### config.mk
export PLATFORM = sky130hd
export DESIGN_NAME = dadda_reduce_pipe
export DESIGN_NICKNAME = d
export VERILOG_FILES = /design/src/rtl/dadda_reduce_pipe.sv
export SDC_FILE = /design/constraint.sdc
export NUM_CORES = 1
export LEC_CHECK = 0
export BUFFER_PORTS_ARGS = -buffer_cell sky130_fd_sc_hd__buf_2
export CAP_MARGIN = 10
export CELL_PAD_IN_SITES_DETAIL_PLACEMENT = 1
export CELL_PAD_IN_SITES_GLOBAL_PLACEMENT = 1
export CORE_ASPECT_RATIO = 0.7
export CORE_MARGIN = 2
export CORE_UTILIZATION = 41
export CTS_CLUSTER_DIAMETER = 200
export DETAILED_ROUTE_END_ITERATION = 16
export GPL_TIMING_DRIVEN = 0
export HOLD_SLACK_MARGIN = 0.08
export PLACE_DENSITY = 0.95
export SYNTH_ARGS = -nofsm -noshare
export SYNTH_HDL_FRONTEND = slang
export SYNTH_SLANG_ARGS = --single-unit
### constraint.sdc
create_clock -name clk -period 2.3 [get_ports clk]
set_input_delay 0.115 -clock clk [delete_from_list [all_inputs] [get_ports clk]]
set_output_delay 0.115 -clock clk [all_outputs]
set_load 0.02 [all_outputs]
### src/rtl/dadda_reduce_pipe.sv
// -----------------------------------------------------------------------------
// dadda_reduce_pipe
//
// Pipelined 8x8 multiplier back end. It takes the 64 partial-product bits of
// an 8x8 unsigned multiply and reduces the columns to two rows with a Dadda
// tree. The column-height limits are 6, 4, 3 and 2, and the tree uses only
// full and half adders. A 14-bit ripple carry-propagate adder then forms the
// 16-bit product. A valid/ready handshake sits on both sides.
//
// Ports
//   clk        in   1   clock, rising edge
//   rst_n      in   1   asynchronous active-low reset
//   pp         in  65   pp[8*i+j] = a[i]&b[j] (weight 2^(i+j)); pp[64] ignored
//   in_valid   in   1   pp carries a bundle
//   in_ready   out  1   bundle accepted on this edge when in_valid=1
//   prod       out 16   registered product
//   out_valid  out  1   prod is valid
//   out_ready  in   1   consumer takes prod on this edge
//   done_cnt   out  8   number of products delivered (wraps)
//
// Build option
//   DADDA_MID_REG_EN  When defined, the two reduced rows are registered
//                     before the carry-propagate adder. Latency becomes 2
//                     and throughput stays at 1 per cycle. When undefined,
//                     the design has a single output register and latency 1.
// -----------------------------------------------------------------------------
module dadda_reduce_pipe (
  input  logic        clk,
  input  logic        rst_n,
  input  logic [64:0] pp,
  input  logic        in_valid,
  output logic        in_ready,
  output logic [15:0] prod,
  output logic        out_valid,
  input  logic        out_ready,
  output logic [7:0]  done_cnt
);

  localparam int NCOL = 15;  // product columns 0..14 before the final carry
  localparam int NSTG = 4;   // reduction stages

  genvar gi;

  // Maximum column height allowed after each reduction stage.
  function automatic int dadda_limit(input int st);
    case (st)
      0:       return 6;
      1:       return 4;
      2:       return 3;
      default: return 2;
    endcase
  endfunction

  // The spare bit carries no weight.
  logic unused_pp_spare;
  assign unused_pp_spare = pp[64];

  // ---------------------------------------------------------------------------
  // Dadda reduction tree.
  // Each column is a small stack of bits. Column c has cur_h[c] live bits.
  // Every stage trims each column to the stage limit. The trim counts the
  // carries that arrive from column c-1 in the same stage. Each full adder
  // removes two bits and each half adder removes one. All heights depend only
  // on constants, so the loops unroll into a fixed adder network.
  // ---------------------------------------------------------------------------
  logic [14:0] tree_a;  // first row, bit c = column c (bit 0 is pp[0])
  logic [13:0] tree_b;  // second row, bit c-1 = column c, columns 1..14

  always_comb begin : dadda_tree
    logic [7:0] cur   [NCOL];
    logic [7:0] nxt   [NCOL];
    int         cur_h [NCOL];
    int         nxt_h [NCOL];
    int         excess;
    int         n_fa;
    int         n_ha;
    int         used;
    logic       x0, x1, x2;

    tree_a = '0;
    tree_b = '0;
    excess = 0;
    n_fa   = 0;
    n_ha   = 0;
    used   = 0;
    x0     = 1'b0;
    x1     = 1'b0;
    x2     = 1'b0;
    for (int c = 0; c < NCOL; c++) begin
      cur[c]   = '0;
      nxt[c]   = '0;
      cur_h[c] = 0;
      nxt_h[c] = 0;
    end

    // Stack the partial products by weight.
    for (int i = 0; i < 8; i++) begin
      for (int j = 0; j < 8; j++) begin
        cur[i+j][cur_h[i+j]] = pp[8*i+j];
        cur_h[i+j]           = cur_h[i+j] + 1;
      end
    end

    for (int st = 0; st < NSTG; st++) begin
      for (int c = 0; c < NCOL; c++) begin
        nxt[c]   = '0;
        nxt_h[c] = 0;
      end
      for (int c = 0; c < NCOL; c++) begin
        // nxt_h[c] already holds the carries dropped in by column c-1.
        excess = cur_h[c] + nxt_h[c] - dadda_limit(st);
        n_fa   = (excess > 0) ? excess / 2 : 0;
        n_ha   = (excess > 0) ? excess % 2 : 0;
        used   = 0;
        for (int k = 0; k < 3; k++) begin
          if (k < n_fa) begin
            x0 = cur[c][used];
            x1 = cur[c][used+1];
            x2 = cur[c][used+2];
            nxt[c][nxt_h[c]] = x0 ^ x1 ^ x2;
            nxt_h[c]         = nxt_h[c] + 1;
            if (c < NCOL - 1) begin
              nxt[c+1][nxt_h[c+1]] = (x0 & x1) | (x0 & x2) | (x1 & x2);
              nxt_h[c+1]           = nxt_h[c+1] + 1;
            end
            used = used + 3;
          end
        end
        if (n_ha != 0) begin
          x0 = cur[c][used];
          x1 = cur[c][used+1];
          nxt[c][nxt_h[c]] = x0 ^ x1;
          nxt_h[c]         = nxt_h[c] + 1;
          if (c < NCOL - 1) begin
            nxt[c+1][nxt_h[c+1]] = x0 & x1;
            nxt_h[c+1]           = nxt_h[c+1] + 1;
          end
          used = used + 2;
        end
        // Bits that no adder touched pass straight through.
        for (int k = 0; k < 8; k++) begin
          if (k >= used && k < cur_h[c]) begin
            nxt[c][nxt_h[c]] = cur[c][k];
            nxt_h[c]         = nxt_h[c] + 1;
          end
        end
      end
      for (int c = 0; c < NCOL; c++) begin
        cur[c]   = nxt[c];
        cur_h[c] = nxt_h[c];
      end
    end

    // Column 0 holds only pp[0]. Columns 1..14 now hold exactly two bits.
    for (int c = 0; c < NCOL; c++) begin
      tree_a[c] = cur[c][0];
    end
    for (int c = 1; c < NCOL; c++) begin
      tree_b[c-1] = cur[c][1];
    end
  end

  // ---------------------------------------------------------------------------
  // 14-bit ripple carry-propagate adder over columns 1..14. The carry out of
  // column 14 becomes product bit 15.
  // ---------------------------------------------------------------------------
  logic [14:0] cpa_a;
  logic [13:0] cpa_b;
  logic [14:0] cpa_c;
  logic [13:0] cpa_s;
  logic [15:0] cpa_sum;

  assign cpa_c[0] = 1'b0;
  for (gi = 0; gi < 14; gi++) begin : g_cpa
    assign cpa_s[gi]   = cpa_a[gi+1] ^ cpa_b[gi] ^ cpa_c[gi];
    assign cpa_c[gi+1] = (cpa_a[gi+1] & cpa_b[gi]) |
                         (cpa_c[gi] & (cpa_a[gi+1] ^ cpa_b[gi]));
  end
  assign cpa_sum = {cpa_c[14], cpa_s, cpa_a[0]};

  // ---------------------------------------------------------------------------
  // Pipeline control
  // ---------------------------------------------------------------------------
  logic        out_valid_q, out_valid_d;
  logic [15:0] prod_q, prod_d;
  logic [7:0]  done_cnt_q, done_cnt_d;
  logic        load_out;   // a fresh product enters the output register
  logic        clear_out;  // the output register empties with nothing behind it

`ifdef DADDA_MID_REG_EN
  logic [14:0] mid_a_q, mid_a_d;
  logic [13:0] mid_b_q, mid_b_d;
  logic        mid_valid_q, mid_valid_d;
  logic        adv_out;

  // The output stage advances when it is empty or is being drained.
  // The middle stage advances when it is empty or feeds a moving output stage.
  assign adv_out   = !out_valid_q || out_ready;
  assign in_ready  = !mid_valid_q || adv_out;
  assign cpa_a     = mid_a_q;
  assign cpa_b     = mid_b_q;
  assign load_out  = adv_out && mid_valid_q;
  assign clear_out = adv_out && !mid_valid_q;

  always_comb begin
    mid_valid_d = mid_valid_q;
    mid_a_d     = mid_a_q;
    mid_b_d     = mid_b_q;
    if (in_ready) begin
      mid_valid_d = in_valid;
      if (in_valid) begin
        mid_a_d = tree_a;
        mid_b_d = tree_b;
      end
    end
  end

  always_ff @(posedge clk or negedge rst_n) begin
    if (!rst_n) begin
      mid_valid_q <= 1'b0;
      mid_a_q     <= '0;
      mid_b_q     <= '0;
    end else begin
      mid_valid_q <= mid_valid_d;
      mid_a_q     <= mid_a_d;
      mid_b_q     <= mid_b_d;
    end
  end
`else
  assign in_ready  = !out_valid_q || out_ready;
  assign cpa_a     = tree_a;
  assign cpa_b     = tree_b;
  assign load_out  = in_ready && in_valid;
  assign clear_out = in_ready && !in_valid;
`endif

  always_comb begin
    out_valid_d = out_valid_q;
    prod_d      = prod_q;
    done_cnt_d  = done_cnt_q;
    if (load_out) begin
      out_valid_d = 1'b1;
      prod_d      = cpa_sum;
    end else if (clear_out) begin
      out_valid_d = 1'b0;
    end
    if (out_valid_q && out_ready) begin
      done_cnt_d = done_cnt_q + 8'd1;
    end
  end

  always_ff @(posedge clk or negedge rst_n) begin
    if (!rst_n) begin
      out_valid_q <= 1'b0;
      prod_q      <= '0;
      done_cnt_q  <= '0;
    end else begin
      out_valid_q <= out_valid_d;
      prod_q      <= prod_d;
      done_cnt_q  <= done_cnt_d;
    end
  end

  assign out_valid = out_valid_q;
  assign prod      = prod_q;
  assign done_cnt  = done_cnt_q;

endmodule

# Word level (Yosys, flattened, before mapping)
# Index checks and enable logic that the tools add are counted.
# word_totals
reg_bits	25
in_bits	69
out_inout_bits	26
elab_cells	339
# op_classes
addsub	1
n_mux	2
n_bitwise	326
reduce_logical	7
# ops
op	n
$and A1 B1 Y1	139
$xor A1 B1 Y1	104
$or A1 B1 Y1	83
$add A8 B1 Y8 const B	1
$logic_and A1 B1 Y1	3
$logic_not A1 Y1	2
$mux W1	2
$reduce_bool A2 Y1	1
$logic_or A1 B1 Y1	1

# Depth between registers and ports, before layout
# logic_depth
depth_word	28
depth_mapped	17
mapped_depth_nobuf	17

# Worst setup path after synthesis
# OpenSTA, ideal clock, no wires.
# synth_timing
path_type	in2reg
from	input pp[4]
to	register prod_q[14], in the netlist prod[14]
setup_time_ps	125
t_arrival_ps	5868
required_time_ps	2175
slack_ps	-3693
cell_stages	17
n_path_buf	0
path_cell_list	ha_1 > inv_1 > fa_1 > inv_1 > fa_1 > fa_1 > fa_1 > fa_1 > fa_1 > fa_1 > fa_1 > fa_1 > fa_1 > fa_1 > fa_1 > fa_1 > mux2_2
# synth_between
elab_chain_cells	27
word_cells_on_any_way	62
classes_between	bitwise (62)
# synth_lines
item	line_no	source
start: declaration	30	input logic [64:0] pp,
$xor A1 B1 Y1 (2 in a row)	--	
$xor A1 B1 Y1 (3 in a row)	120	nxt[c][nxt_h[c]] = x0 ^ x1 ^ x2;
$xor A1 B1 Y1	177	(cpa_c[gi] & (cpa_a[gi+1] ^ cpa_b[gi]));
$and A1 B1 Y1	177	
$or A1 B1 Y1	176	assign cpa_c[gi+1] = (cpa_a[gi+1] & cpa_b[gi]) |
$and A1 B1 Y1	177	
$or A1 B1 Y1	176	
$and A1 B1 Y1	177	
(+9 left out)	--	
$and A1 B1 Y1 (*)	177	
$or A1 B1 Y1 (*)	176	
$and A1 B1 Y1 (*)	177	
$or A1 B1 Y1 (*)	176	
$and A1 B1 Y1 (*)	177	
$or A1 B1 Y1 (*)	176	
$xor A1 B1 Y1 (*)	175	assign cpa_s[gi] = cpa_a[gi+1] ^ cpa_b[gi] ^ cpa_c[gi];
net cpa_s[13]	170	logic [13:0] cpa_s;
end signal: assignment	259	prod_q <= prod_d;
end: declaration	185	logic [15:0] prod_q, prod_d;
# Mark *: on every way through the listed nets, which the timed path passes. The rest lies on a longest branch.
# A chain may end at the register's enable or synchronous reset.

# Final worst setup path
# layout_timing
from	input pp[11]
to	register prod_q[14], in the netlist prod[14]
# Same word-level chain as after synthesis.

==> flow_metrics.env <==
export IMPL_critical_path_class="input pin to flip-flop"
export IMPL_gr_total_overflow=0
export IMPL_syn_num_nets=324
export IMPL_clock_sinks=25
export IMPL_rrSetupSlack_ps=1060
export IMPL_wl_per_cell_um=13.0
export IMPL_grtUsageTotal_pct=16.8
export IMPL_rows=23
export IMPL_vias_per_cell=4.37
export IMPL_final_hold_violation_count=0
export IMPL_worst_slew_pin_slew_ps=577
export IMPL_crit_chain="buf_6 > ha_4 > inv_2 > fa_1 > inv_1 > fa_2 > fa_2 > fa_2 > fa_2 > fa_2 > fa_2 > fa_2 > fa_2 > fa_2 > fa_2 > fa_2 > fa_2 > mux2_2"
export IMPL_die_h_um=67.8
export IMPL_crit_path_start_kind="input pin"
export IMPL_dr_pass1_iters=4
export IMPL_synthDistinctLibCells=19
export IMPL_start_util_pct=42.0
export IMPL_n_antenna_cell=0
export IMPL_grt_pass1_vias=1883
export IMPL_layout_common_cells="buf_2 (91), inv_1 (75), fa_1 (35), dfrtp_1 (25), fa_2 (13)"
export IMPL_violations="setup timing"
export IMPL_hold_class="input pin to flip-flop"
export IMPL_ir_drop_uv=354
export IMPL_timing_rr_start="out_valid"
export IMPL_postCtsSetupBuffers=0
export IMPL_cts_path_max_buffers=2
export IMPL_yosys_warnings=0
export IMPL_final_common_cell="buf_2"
export IMPL_fp_coreArea_mm2=0.00567
export IMPL_skew_ps=10.2
export IMPL_numPortBuffers=93
export IMPL_post_route_period_util_pct=237
export IMPL_vias=1625
export IMPL_required_ps=2460
export IMPL_clk_latency_ps=270
export IMPL_cts_buffers_inserted=3
export IMPL_htree_levels=1
export IMPL_cp_slowest_cell="fa_2"
export IMPL_ys_seq_area_share_pct=26.2
export IMPL_finalMaxSlewViolations=0
export IMPL_syn_area_per_cell_um2=12.0
export IMPL_hold_path_end="out_valid"
export IMPL_register_area_um2=626
export IMPL_grt_antenna_before_repair=0
export IMPL_fp_dieArea_mm2=0.00645
export IMPL_cts_root_buf="clkbuf_8"
export IMPL_drtIter0Drc=34
export IMPL_crit_family="adder cells"
export IMPL_finalSetupViolCount=11
export IMPL_leakagePower_nw=1.72
export IMPL_drt_met1_wl_mm=1.77
export IMPL_slowest_delay_ps=460
export IMPL_cap_violations=0
export IMPL_outcome="finished, violations left"
export IMPL_rr_endpoint="prod[9]"
export IMPL_nFillCells=650
export IMPL_grt_max_degree=26
export IMPL_reg2regPathDepth=4
export IMPL_ios=95
export IMPL_cp_num_buf_inv=3
export IMPL_whs_ps=85.2
export IMPL_tritoncts="done"
export IMPL_power_density_mw_per_mm2=899
export IMPL_post_route_min_period_ps=5440
export IMPL_antenna_left=0
export IMPL_drive_gt1_share_pct=44.8
export IMPL_route_detailed_drc=0
export IMPL_place_congestion=0.737
export IMPL_dp_hpwl_mm=4.44
export IMPL_dr_wl_met2_mm=2.81
export IMPL_cp_common_cell="fa_2"
export IMPL_hold_start="in_valid"
export IMPL_tns_ps=-19010
export IMPL_ys_ff_latch=25
export IMPL_fmax_mhz=184
export IMPL_grt_pass1_wl_mm=8.09
export IMPL_holdPathStages=2
export IMPL_dr_wl_met3_um=256
export IMPL_netlist_instances=198
export IMPL_place_ws_ps=-3510
export IMPL_drt_total_wl_mm=4.85
export IMPL_chipWidth_um=95.1
export IMPL_clk_pin_slew_worst_paths_ps=90
export IMPL_rsz0062_at_grt="true"
export IMPL_fin_ws_ps=-3140
export IMPL_cp_arrival_ps=5600
export IMPL_cp_end_kind="flip-flop"
export IMPL_final_nets=424
export IMPL_area_growth_pct=28.9
export IMPL_relSlewSlack_pct=61.6
export IMPL_syn_cell_area_mm2=0.00238
export IMPL_cp_max_fo=1
export IMPL_multi_input_area_mm2=0.00150
export IMPL_highest_signal_layer="met4"
[power by group]
part	switching, mW	leakage, nW	total [mW]	internal (mW)
combinational	0.890	1.40	1.73	0.844
clock	0.147	0.0217	0.270	0.123
sequential	0.132	0.299	0.758	0.626
[sequential cells by signal (all words and copies together), names as in the netlist]
name and cells:
out_valid 1, done_cnt 8, prod 16
[synth_stat cells]
| cell | number | area (um2) |
|---|---|---|
| inv_1 | 76 | 285 |
| fa_1 | 48 | 961 |
| dfrtp_1 | 25 | 626 |
| ha_1 | 9 | 113 |
| mux2_4 | 9 | 135 |
| mux2_2 | 7 | 78.8 |
| xor2_1 | 5 | 43.8 |
| nand2_1 | 4 | 15.0 |
| nand3_1 | 2 | 10.0 |
| nor2_1 | 2 | 7.51 |
| nor3_1 | 2 | 10.0 |
| xnor2_1 | 2 | 17.5 |
| buf_12 | 1 | 20.0 |
| mux2i_1 | 1 | 10.0 |
| nand2_2 | 1 | 6.26 |
| nand2_4 | 1 | 11.3 |
| nand2b_4 | 1 | 13.8 |
| nor4_2 | 1 | 12.5 |
| or2b_1 | 1 | 7.51 |
[logic make-up (layout without fill, tap and decap cells)]
kind of cell	count (synthesis)	in the layout	synth area share [%]
XOR/XNOR	7	7	2.57
adder cells (fa/ha/maj)	57	57	45.0
buffers and inverters	77	176	12.8
flip-flops	25	25	26.2
multiplexers	17	17	9.40
AND/OR/NAND/NOR	15	15	3.94
[metal layers]
metal / up-vias / GRT usage, %
met1: 816 / 17.5
met5: - / 0
li1: 750 / -
met3: 2 / 3.01
met2: 57 / 35.7
met4: 0 / 2.17
[how the worst max path moves through the flow]
stage                 from        to  slack (ps)  depth (start not counted)
floorplan           pp[11]  prod[14]       -3240                         17
finish              pp[11]  prod[14]       -3140                         18
global route        pp[11]  prod[14]       -3250                         18
detailed placement   pp[4]  prod[14]       -3510                         18
CTS                 pp[11]  prod[14]       -3210                         18
global placement    pp[11]  prod[14]       -3500                         18
[cell type report]
cell class	count	area share [%]
clock inverter	1	0.244
clock buffer	3	1.34
inverter	76	9.28
tap	75	3.05
buffer	1	0.651
timing repair buffer	95	16.2
multi-input combinational	96	48.9
sequential	25	20.4
[stage by stage]
step	power, mW	utilization, %	instance area [um2]	instances
2_1_floorplan	2.01	-	2430	198
3_3_place_gp	2.44	52.7	2990	366
3_5_place_dp	2.56	52.7	2990	366
4_1_cts	2.84	54.1	3070	372
5_1_grt	3.09	54.2	3070	372
6_report	2.76	54.2	3070	372
[repair_timing]
action / in CTS / in global routing
hold buffers: 2 / 0
cloned: 0 / 0
resized for setup: 2 / 2
hold endpoints to repair: 26 / 0
endpoints found under the setup margin: 11 / 11
(Power assumes the default switching activity.)
